--- src/rtl/proto_pkg.sv ---
// proto_pkg: shared proto245 framing constants, command/response codes and TX FSM states
package proto_pkg;
   localparam logic [7:0]  CMD_PREFIX     = 8'hAA;
   localparam logic [7:0]  CMD_SUFFIX     = 8'h55;
   localparam int          FRAME_BYTES    = 8;
   localparam logic [15:0] CODE_PHASE     = 16'h0001;
   localparam logic [15:0] CODE_BURST     = 16'h0002;
   localparam logic [15:0] CODE_CALIB     = 16'h0003;
   localparam logic [15:0] CODE_DEBUG_LED = 16'h1ED0;
   localparam logic [15:0] RESP_ACK       = 16'h8001;
   typedef enum logic [1:0] {IDLE, WAIT_SPACE, SEND} tx_state_t;
endpackage

--- src/rtl/frame_transmitter.sv ---
// frame_transmitter: writes one 8-byte AA/code/data/55 frame per request into the proto245 TX FIFO
module frame_transmitter
   import proto_pkg::*;
#(
   parameter int TX_FIFO_LOAD_W = 11,
   parameter int TX_FIFO_DEPTH  = 1024
) (
   input  logic                      clk,
   input  logic                      rst,
   input  logic                      tx_valid,
   output logic                      tx_ready,
   input  logic [15:0]               tx_code,
   input  logic [31:0]               tx_data,
   output logic                      busy,
   output logic [15:0]               frames_sent,
   input  logic [TX_FIFO_LOAD_W-1:0] txfifo_load,
   input  logic                      txfifo_full,
   output logic                      txfifo_wr,
   output logic [7:0]                txfifo_data
);
   localparam logic [TX_FIFO_LOAD_W:0] DEPTH = (TX_FIFO_LOAD_W+1)'(TX_FIFO_DEPTH);
   localparam logic [TX_FIFO_LOAD_W:0] NEED  = (TX_FIFO_LOAD_W+1)'(FRAME_BYTES);
   tx_state_t state_q, state_d;
   logic [2:0]  idx_q, idx_d;
   logic [63:0] frame_q, frame_d;
   logic        wr_q, wr_d;
   logic [7:0]  data_q, data_d;
   logic [15:0] sent_q, sent_d;
   logic [TX_FIFO_LOAD_W:0] load_ext, free;
   logic [2:0]  idx_nx;
   logic        written;
   assign load_ext    = {1'b0, txfifo_load};
   assign free        = (load_ext > DEPTH) ? '0 : DEPTH - load_ext;
   assign written     = wr_q & ~txfifo_full;
   assign idx_nx      = idx_q + 3'd1;
   assign tx_ready    = (state_q == IDLE) & ~rst;
   assign busy        = state_q != IDLE;
   assign frames_sent = sent_q;
   assign txfifo_wr   = wr_q;
   assign txfifo_data = data_q;
   // next state: latch request, wait for a whole frame of space, then stream bytes LSB first
   always_comb begin
      state_d = state_q;
      idx_d   = idx_q;
      frame_d = frame_q;
      wr_d    = wr_q;
      data_d  = data_q;
      sent_d  = sent_q;
      case (state_q)
         IDLE: if (tx_valid) begin
            frame_d = {CMD_PREFIX, tx_code, tx_data, CMD_SUFFIX};
            idx_d   = '0;
            state_d = WAIT_SPACE;
         end
         WAIT_SPACE: if (free >= NEED) begin
            wr_d    = 1'b1;
            data_d  = frame_q[7:0];
            state_d = SEND;
         end
         SEND: if (written) begin
            if (idx_q != 3'd7) begin
               idx_d  = idx_nx;
               data_d = frame_q[{idx_nx, 3'b000} +: 8];
            end else begin
               wr_d    = 1'b0;
               sent_d  = sent_q + 16'd1;
               state_d = IDLE;
            end
         end
         default: state_d = IDLE;
      endcase
   end
   // state and datapath registers with synchronous reset
   always_ff @(posedge clk) begin
      if (rst) begin
         state_q <= IDLE;
         idx_q   <= '0;
         frame_q <= '0;
         wr_q    <= 1'b0;
         data_q  <= '0;
         sent_q  <= '0;
      end else begin
         state_q <= state_d;
         idx_q   <= idx_d;
         frame_q <= frame_d;
         wr_q    <= wr_d;
         data_q  <= data_d;
         sent_q  <= sent_d;
      end
   end
endmodule

--- config.mk ---
export PLATFORM = sky130hd
export DESIGN_NAME = frame_transmitter
export DESIGN_NICKNAME = d
export VERILOG_FILES = /design/src/rtl/proto_pkg.sv /design/src/rtl/frame_transmitter.sv
export SDC_FILE = /design/constraint.sdc
export NUM_CORES = 1
export LEC_CHECK = 0
export ABC_AREA = 0
export ABC_CLOCK_PERIOD_IN_PS = 2800
export CORE_MARGIN = 5
export CORE_UTILIZATION = 53
export CTS_CLUSTER_DIAMETER = 150
export DETAILED_ROUTE_END_ITERATION = 8
export PLACE_DENSITY = 0.85
export SLEW_MARGIN = 30
export SYNTH_ARGS = -nofsm -noshare
export SYNTH_HDL_FRONTEND = slang
export SYNTH_SLANG_ARGS = --single-unit
--- constraint.sdc ---
create_clock -name clk -period 2.8 [get_ports clk]
set_input_delay 0.84 -clock clk [delete_from_list [all_inputs] [get_ports clk]]
set_output_delay 0.84 -clock clk [all_outputs]
set_load 0.05 [all_outputs]
======== Word level (Yosys, flattened, before mapping) ========
Index checks and enable logic that the tools add are counted.
storage, ports and cells
  flip-flop bits (word level) ............. 83
  bits of input ports ..................... 63
  output and inout port bits .............. 27
  logic and storage cells ................. 53
cells by class
  order comparisons ....................... 2
  bitwise operators ....................... 5
  shifts and indexed selects .............. 1
  muxes and demuxes ....................... 18
  equal/unequal tests ..................... 8
  $add $sub $neg .......................... 3
  reduce and logical (&&, ||, !) cells .... 10
operator list
  operator                count
  $shiftx 64x7->8         1
  $mux 8                  3
  $add 16x1->16 const B   1
  $pmux 8 s2              1
  $reduce_and 4->1        4
  $ge 12x4->1 const B     1
  $mux 12                 1
  $sub 11x11->12 const A  1
  $gt 11x11->1 const B    1
  $ne 2x2->1 const B      5
  $mux 3                  3
  $mux 2                  4
  $pmux 2 s3              1
  $pmux 3 s2              1
  $reduce_bool 2->1       3
  $add 3x1->3 const B     1
  $mux 1                  3
  $ne 3x3->1 const B      1
  $not 1->1               3
  $reduce_and 3->1        1
  $and 1x1->1             2
  $eq 2x1->1 const B      1
  $eq 2x2->1 const B      1
  $logic_not 2->1         1
  2 further kinds         2

======== Depth between registers and ports, before layout ========
  depth in word-level cells ............... 5
  gate-level depth with buffers ........... 8
  depth with buffers taken out ............ 6

======== Worst setup path after synthesis ========
No wires, ideal clock.
  kind .................................... input to output
  start point ............................. input port rst
  end point ............................... output port tx_ready
  stages .................................. 3
  required time ........................... 1960 ps
  path buffers ............................ 2
  data arrival time ....................... 1909 ps
  slack ................................... 51 ps
  path through ............................ clkbuf_1 > buf_1 > nor2_1
between the ends
  longest elaborated chain between the ends .. 2
ends and longest elaborated chain
  element      line                     text
  from (decl)  frame_transmitter.sv:9   input logic rst,
  $not 1->1    frame_transmitter.sv:36  assign tx_ready = (state_q == IDLE) & ~rst;
  $and 1x1->1  frame_transmitter.sv:36
  to (decl)    frame_transmitter.sv:11  output logic tx_ready,
No other way between the ends.

======== Final worst setup path ========
  start point ............................. register sent_q[7] (netlist: frames_sent[7])
  end point ............................... output port frames_sent[7]
RTL lines
  element                 line                     text
  from (decl)             frame_transmitter.sv:28  logic [15:0] sent_q, sent_d;
  from (signal assigned)  frame_transmitter.sv:88  sent_q <= sent_d;
  to (decl)               frame_transmitter.sv:15  output logic [15:0] frames_sent,
No word-level cell between the ends.

==> impl_metrics.env <==
export IMPL_cts_inserted_buffers=9
export IMPL_multi_input_area_um2=1860
export IMPL_crit_chain="clkdlybuf4s50_1"
export IMPL_clock_root_buffer="clkbuf_8"
export IMPL_yosysWarnings=0
export IMPL_antenna_found_initial=0
export IMPL_final_cell_area_um2=4780
export IMPL_tightestPinTransition_ns=0.729
export IMPL_avgSynthCellArea_um2=8.47
export IMPL_cp_data_required_time_ns=1.96
export IMPL_hpwlAfterDp_mm=6.60
export IMPL_max_stage_delay_ns=0.85
export IMPL_areaGrowthSynthToFinish_pct=32.2
export IMPL_drc=0
export IMPL_grt_max_degree=73
export IMPL_ys_seq_area_share_pct=43.7
export IMPL_drive_gt1_share_pct=9.75
export IMPL_cp_max_fo=7
export IMPL_clk_latency_ns=0.36
export IMPL_dp_slack_ns=0.0226
export IMPL_die_h_um=92.6
export IMPL_synth_nets=494
export IMPL_antenna_cells=0
export IMPL_crit_family="buffers and inverters"
export IMPL_htree_num_levels=3
export IMPL_cts_tree="done"
export IMPL_synth_edf_count=0
export IMPL_setup_viol_count_final=0
export IMPL_wl_per_cell_um=15.5
export IMPL_final_nets=575
export IMPL_vias=3360
export IMPL_start_util_pct=53.8
export IMPL_postSynthCellCount=427
export IMPL_postSynth_topFlopCell="dfxtp_1"
export IMPL_grt_setup_unrepaired="no"
export IMPL_cp_arrival_ns=1.65
export IMPL_ant_nets=0
export IMPL_core_um2=6720
export IMPL_finalWorstSetupSlack_ns=0.313
export IMPL_fin_skew_ns=0.00921
export IMPL_fin_crit_ns=2.49
export IMPL_dp_cells=577
export IMPL_powerDensity_nw_per_um2=522
export IMPL_overflow=0
export IMPL_vias_per_cell=5.67
export IMPL_worstHoldPathCells=2
export IMPL_synth_top_cells_by_count="nand2_1, dfxtp_1, a21oi_1, clkbuf_1"
export IMPL_clockBufferDepth=2
export IMPL_grt_pass1_wl_mm=15.1
export IMPL_reg2regPathDepth=7
export IMPL_cp_depth=1
export IMPL_p_leak_uw=0.00171
export IMPL_fmax_mhz=402
export IMPL_grt_usage_pct=21.7
export IMPL_worstSetupPathType="flop to primary output"
export IMPL_finalWirelength_mm=9.22
export IMPL_synth_seq_cells=79
export IMPL_fin_crit_sh_pct=88.8
export IMPL_hold_viol=0
export IMPL_seq_area_um2=1580
export IMPL_startpoint_type="flop"
export IMPL_finalWeightedCongestion=0.821
export IMPL_dr_pass1_iters=4
export IMPL_holdBufCountCts=0
export IMPL_hp_class="flop to flop"
export IMPL_endpoint_kind="primary output"
export IMPL_ios=90
export IMPL_crit_slowest_cell="clkdlybuf4s50_1"
export IMPL_grt_pass1_vias=3307
export IMPL_yosysMostFrequentCell="nand2_1"
export IMPL_crit_buf_inv=1
export IMPL_synth_top_area_share_pct=43.7
export IMPL_path_clk_slew_ns=0.08
export IMPL_fin_cells=593
export IMPL_clock_sinks=79
export IMPL_die_w_um=92.6
export IMPL_tns_ns=0
export IMPL_portBuffers=89
export IMPL_post_route_util_pct=71.2
export IMPL_synthArstFlopShare_pct=0
export IMPL_placed_area_um2=4560
export IMPL_synth_area_top_cells="dfxtp_1, nand2_1, a21oi_1, mux4_2, mux2_2"
export IMPL_cap_violations=0
export IMPL_synthDistinctLibCells=48
export IMPL_die_area_um2=8580
export IMPL_slew_headroom_pct=51.4
export IMPL_vdd_drop_max_mv=0.296
export IMPL_rows=30
export IMPL_drt_iter0_drc=256
export IMPL_num_fill_cells=544
export IMPL_status="complete, no violations"
export IMPL_synth_top_area_cell="dfxtp_1"
export IMPL_drv_slew=0
export IMPL_syn_area_um2=3620
[power breakdown]
group          internal, uW  switching (uW)
clock                   487             421
combinational           181             192
sequential             1180            37.1
total                  1850             650
[per-stage QoR]
step	total power, uW	hold slack, ns
after floorplan	1450	0.433
after global placement	1600	0.440
after detailed placement	1610	0.445
after CTS	2490	0.455
after global routing	2590	0.472
final	2500	0.456
[logic make-up after synthesis]
family          Yosys count  synth area share, %
compound gates          115                 20.3
xor+xnor                  3                0.727
fa+ha+maj                 4                 1.38
buf+inv                  42                 4.74
flops                    79                 43.7
mux                      18                 8.02
simple gates            166                 21.1
[worst paths after layout]
| check | start | endpoint | slack, ns |
|---|---|---|---|
| min reg2reg | frame_q[49] | frame_q[49] | 0.46 |
| max | frames_sent[7] | frames_sent[7] | 0.31 |
| min | frame_q[49] | frame_q[49] | 0.46 |
| max reg2reg | idx_q[1] | txfifo_data[0] | 0.66 |
[routing by layer]
metal  up-vias  share of wire [%]  track usage [%]
li1       1674                  -                -
met1      1581                 43             27.2
met2        93                 51             37.6
met3        12                5.1             3.57
met4         0                1.1             8.06
met5         -                  0                0
[layout by cell type (no fill, tap or decap), drive strengths merged, types with 7 or more instances in the layout]
master         netlist  routed
nand2              107     107
clkdlybuf4s50        0      86
dfxtp               79      79
a21oi               64      64
inv                 13      14
nor2                13      13
o21ai               13      13
clkbuf              18      12
buf                 10      11
mux2                 8       8
mux4                 8       8
or3                  8       8
o32ai                7       7
[layout make-up]
class / count / area share, %
clock buffer: 12 / 3.45
clock inverter: 4 / 1.07
inverter: 14 / 1.10
multi-input combinational: 306 / 39.0
sequential: 79 / 33.1
tap: 80 / 2.09
timing repair buffer: 98 / 20.2
[state kept, by name, summed over array words and instances (netlist names)]
register     flops
txfifo_wr        1
frames_sent     16
state_q          2
frame_q         49
txfifo_data      8
idx_q            3
[tightest hold or removal path, delay by kind of cell (launching register included)]
family	cells	cell delay, ns
flops	1	0.31
compound gates	1	0.05
simple gates	1	0.05
[what timing repair did]
action	in CTS	in global routing
setup endpoints to repair	0	1
setup buffers	0	0
resized for setup	0	1
Power figures use the tool's default switching activity.
==> RTL edit: new RTL, same settings <==
Make the reset (`rst`) asynchronous in one clocked block. Comments in the files are not updated.
--- a/src/rtl/frame_transmitter.sv
+++ b/src/rtl/frame_transmitter.sv
@@ -72,5 +72,5 @@
    end
    // state and datapath registers with synchronous reset
-   always_ff @(posedge clk) begin
+   always_ff @(posedge clk or posedge rst) begin
       if (rst) begin
          state_q <= IDLE;
Check against the original RTL: differs if rst is asserted again (counterexample within 4 cycles, from zero or initial values and one cycle with rst high); with rst held inactive, the same outputs for 10 cycles.
==> RTL edit against the unedited design <==
  * Count of clock-buffer cells in the layout is 2 lower
  * Wire length down 5.3%
  * Critical path depth is 1 higher
  * Via count is 14% lower
  * Global-route usage decreased by 1.3 points
  * Worst setup slack worse by 0.26 ns
  * Critical path type unchanged
  * Synthesized area increased by 6.2%
  * Final cell count is 12% lower
  * Final area grew 9.3%
  * Sequential cell count unchanged
  * Non-clock buffer count rose by 10
  * Clock skew increased by 0.0010 ns
Power is not compared: it rests on default switching activity, and its combinational part moved more than twofold at a synthesized area within 25%.
==> RTL edit: results <==
[run_status]
status = complete, no violations

[setup_path]
crit_end = busy
r2r-start = idx_q[1]$_DFFE_PP0P_
cp_slowest_stage_delay_ns = 0.72
r2r_end = txfifo_data[3]$_DFFE_PP0P_
cp-startpoint = state_q[1]$_DFFE_PP0P_
critPathSlowestCell = clkdlybuf4s50_1
ff2ff_path_depth = 7
rrSetupSlack_ns = 0.42
cp_max_fo = 7
cp.arrival_ns = 1.91

[synth]
synth_adder_area_share_pct = 1.30
ys_top_cells_by_area = dfrtp_1, mux2_2, mux2i_1
yosys_most_used_dff = dfrtp_1
ys_types = 47
synth_common_cells = dfrtp_1, mux2_2, nand2_1
async_flop_share_pct = 100
syn-num-nets = 381
synth.yosys.seq_area_share_pct = 51.5
synthXorXnorAreaFrac_pct = 3.88
syn_inst = 314
synthMuxAreaShare_pct = 21.6
synth_compound_area_share_pct = 9.12

[cts]
clock_latency_ns = 0.35
cts-htree-levels = 3
clock_path_buffers = 2
cts.clk_slew.worst_paths_ns = 0.08
cts_setup_buffers = 0

[timing]
min_period_ns = 2.75
hold_ws_ns = 0.483
tns_ns = 0
max_slew_margin_pct = 64.5
finClkSkew_ns = 0.0103

[global_route]
grt_max_degree = 51
grtUsageTotal_pct = 20.4
grt_pass1_wl_um = 14100
grt_pass1_vias = 2883

[layout]
largest_register = frame_q
final_cells = 523
fillers = 497
drive_gt1_share_pct = 26.4
diodes = 0
finalNetCount = 487

[worst_hold_path]
hold_path.class = register to register
min_from = frames_sent[15]$_DFFE_PP0P_
hold_depth = 1
min_to = frames_sent[15]$_DFFE_PP0P_

[route]
wl_per_cell_um = 16.7
vias_per_cell = 5.52
dr.first_iter.drc_count = 139

[placement]
hpwl_um = 6440
dp_slack_ns = -0.248
placedCellCount = 507
place_congestion = 0.801
place_area_sq_um = 4990

[power]
peakVddDrop_v = 0.000466
[RTL edit: final cells by class]
class | instances | area (sq um) | share of cell area (%)
Clock buffer | 10 | 138 | 2.63
Clock inverter | 5 | 58.8 | 1.13
Multi-Input combinational cell | 216 | 1820 | 34.9
Timing Repair Buffer | 108 | 1080 | 20.7
Tap cell | 99 | 124 | 2.37
Inverter | 6 | 26.3 | 0.503
Sequential cell | 79 | 1980 | 37.8
[RTL edit: per-layer routing]
| metal | vias to the layer above | global-route usage [%] | routed length, um |
|---|---|---|---|
| li1 | 1342 | - | - |
| met2 | 109 | 33.3 | 4410 |
| met5 | - | 0 | 0 |
| met4 | 0 | 7.57 | 173 |
| met1 | 1420 | 26.8 | 3630 |
| met3 | 17 | 4.26 | 513 |
[RTL edit: where the power goes]
group	internal, mW	switching [mW]	total, mW
Combinational	1.11	1.10	2.21
Clock	0.431	0.413	0.844
Sequential	1.58	0.243	1.82
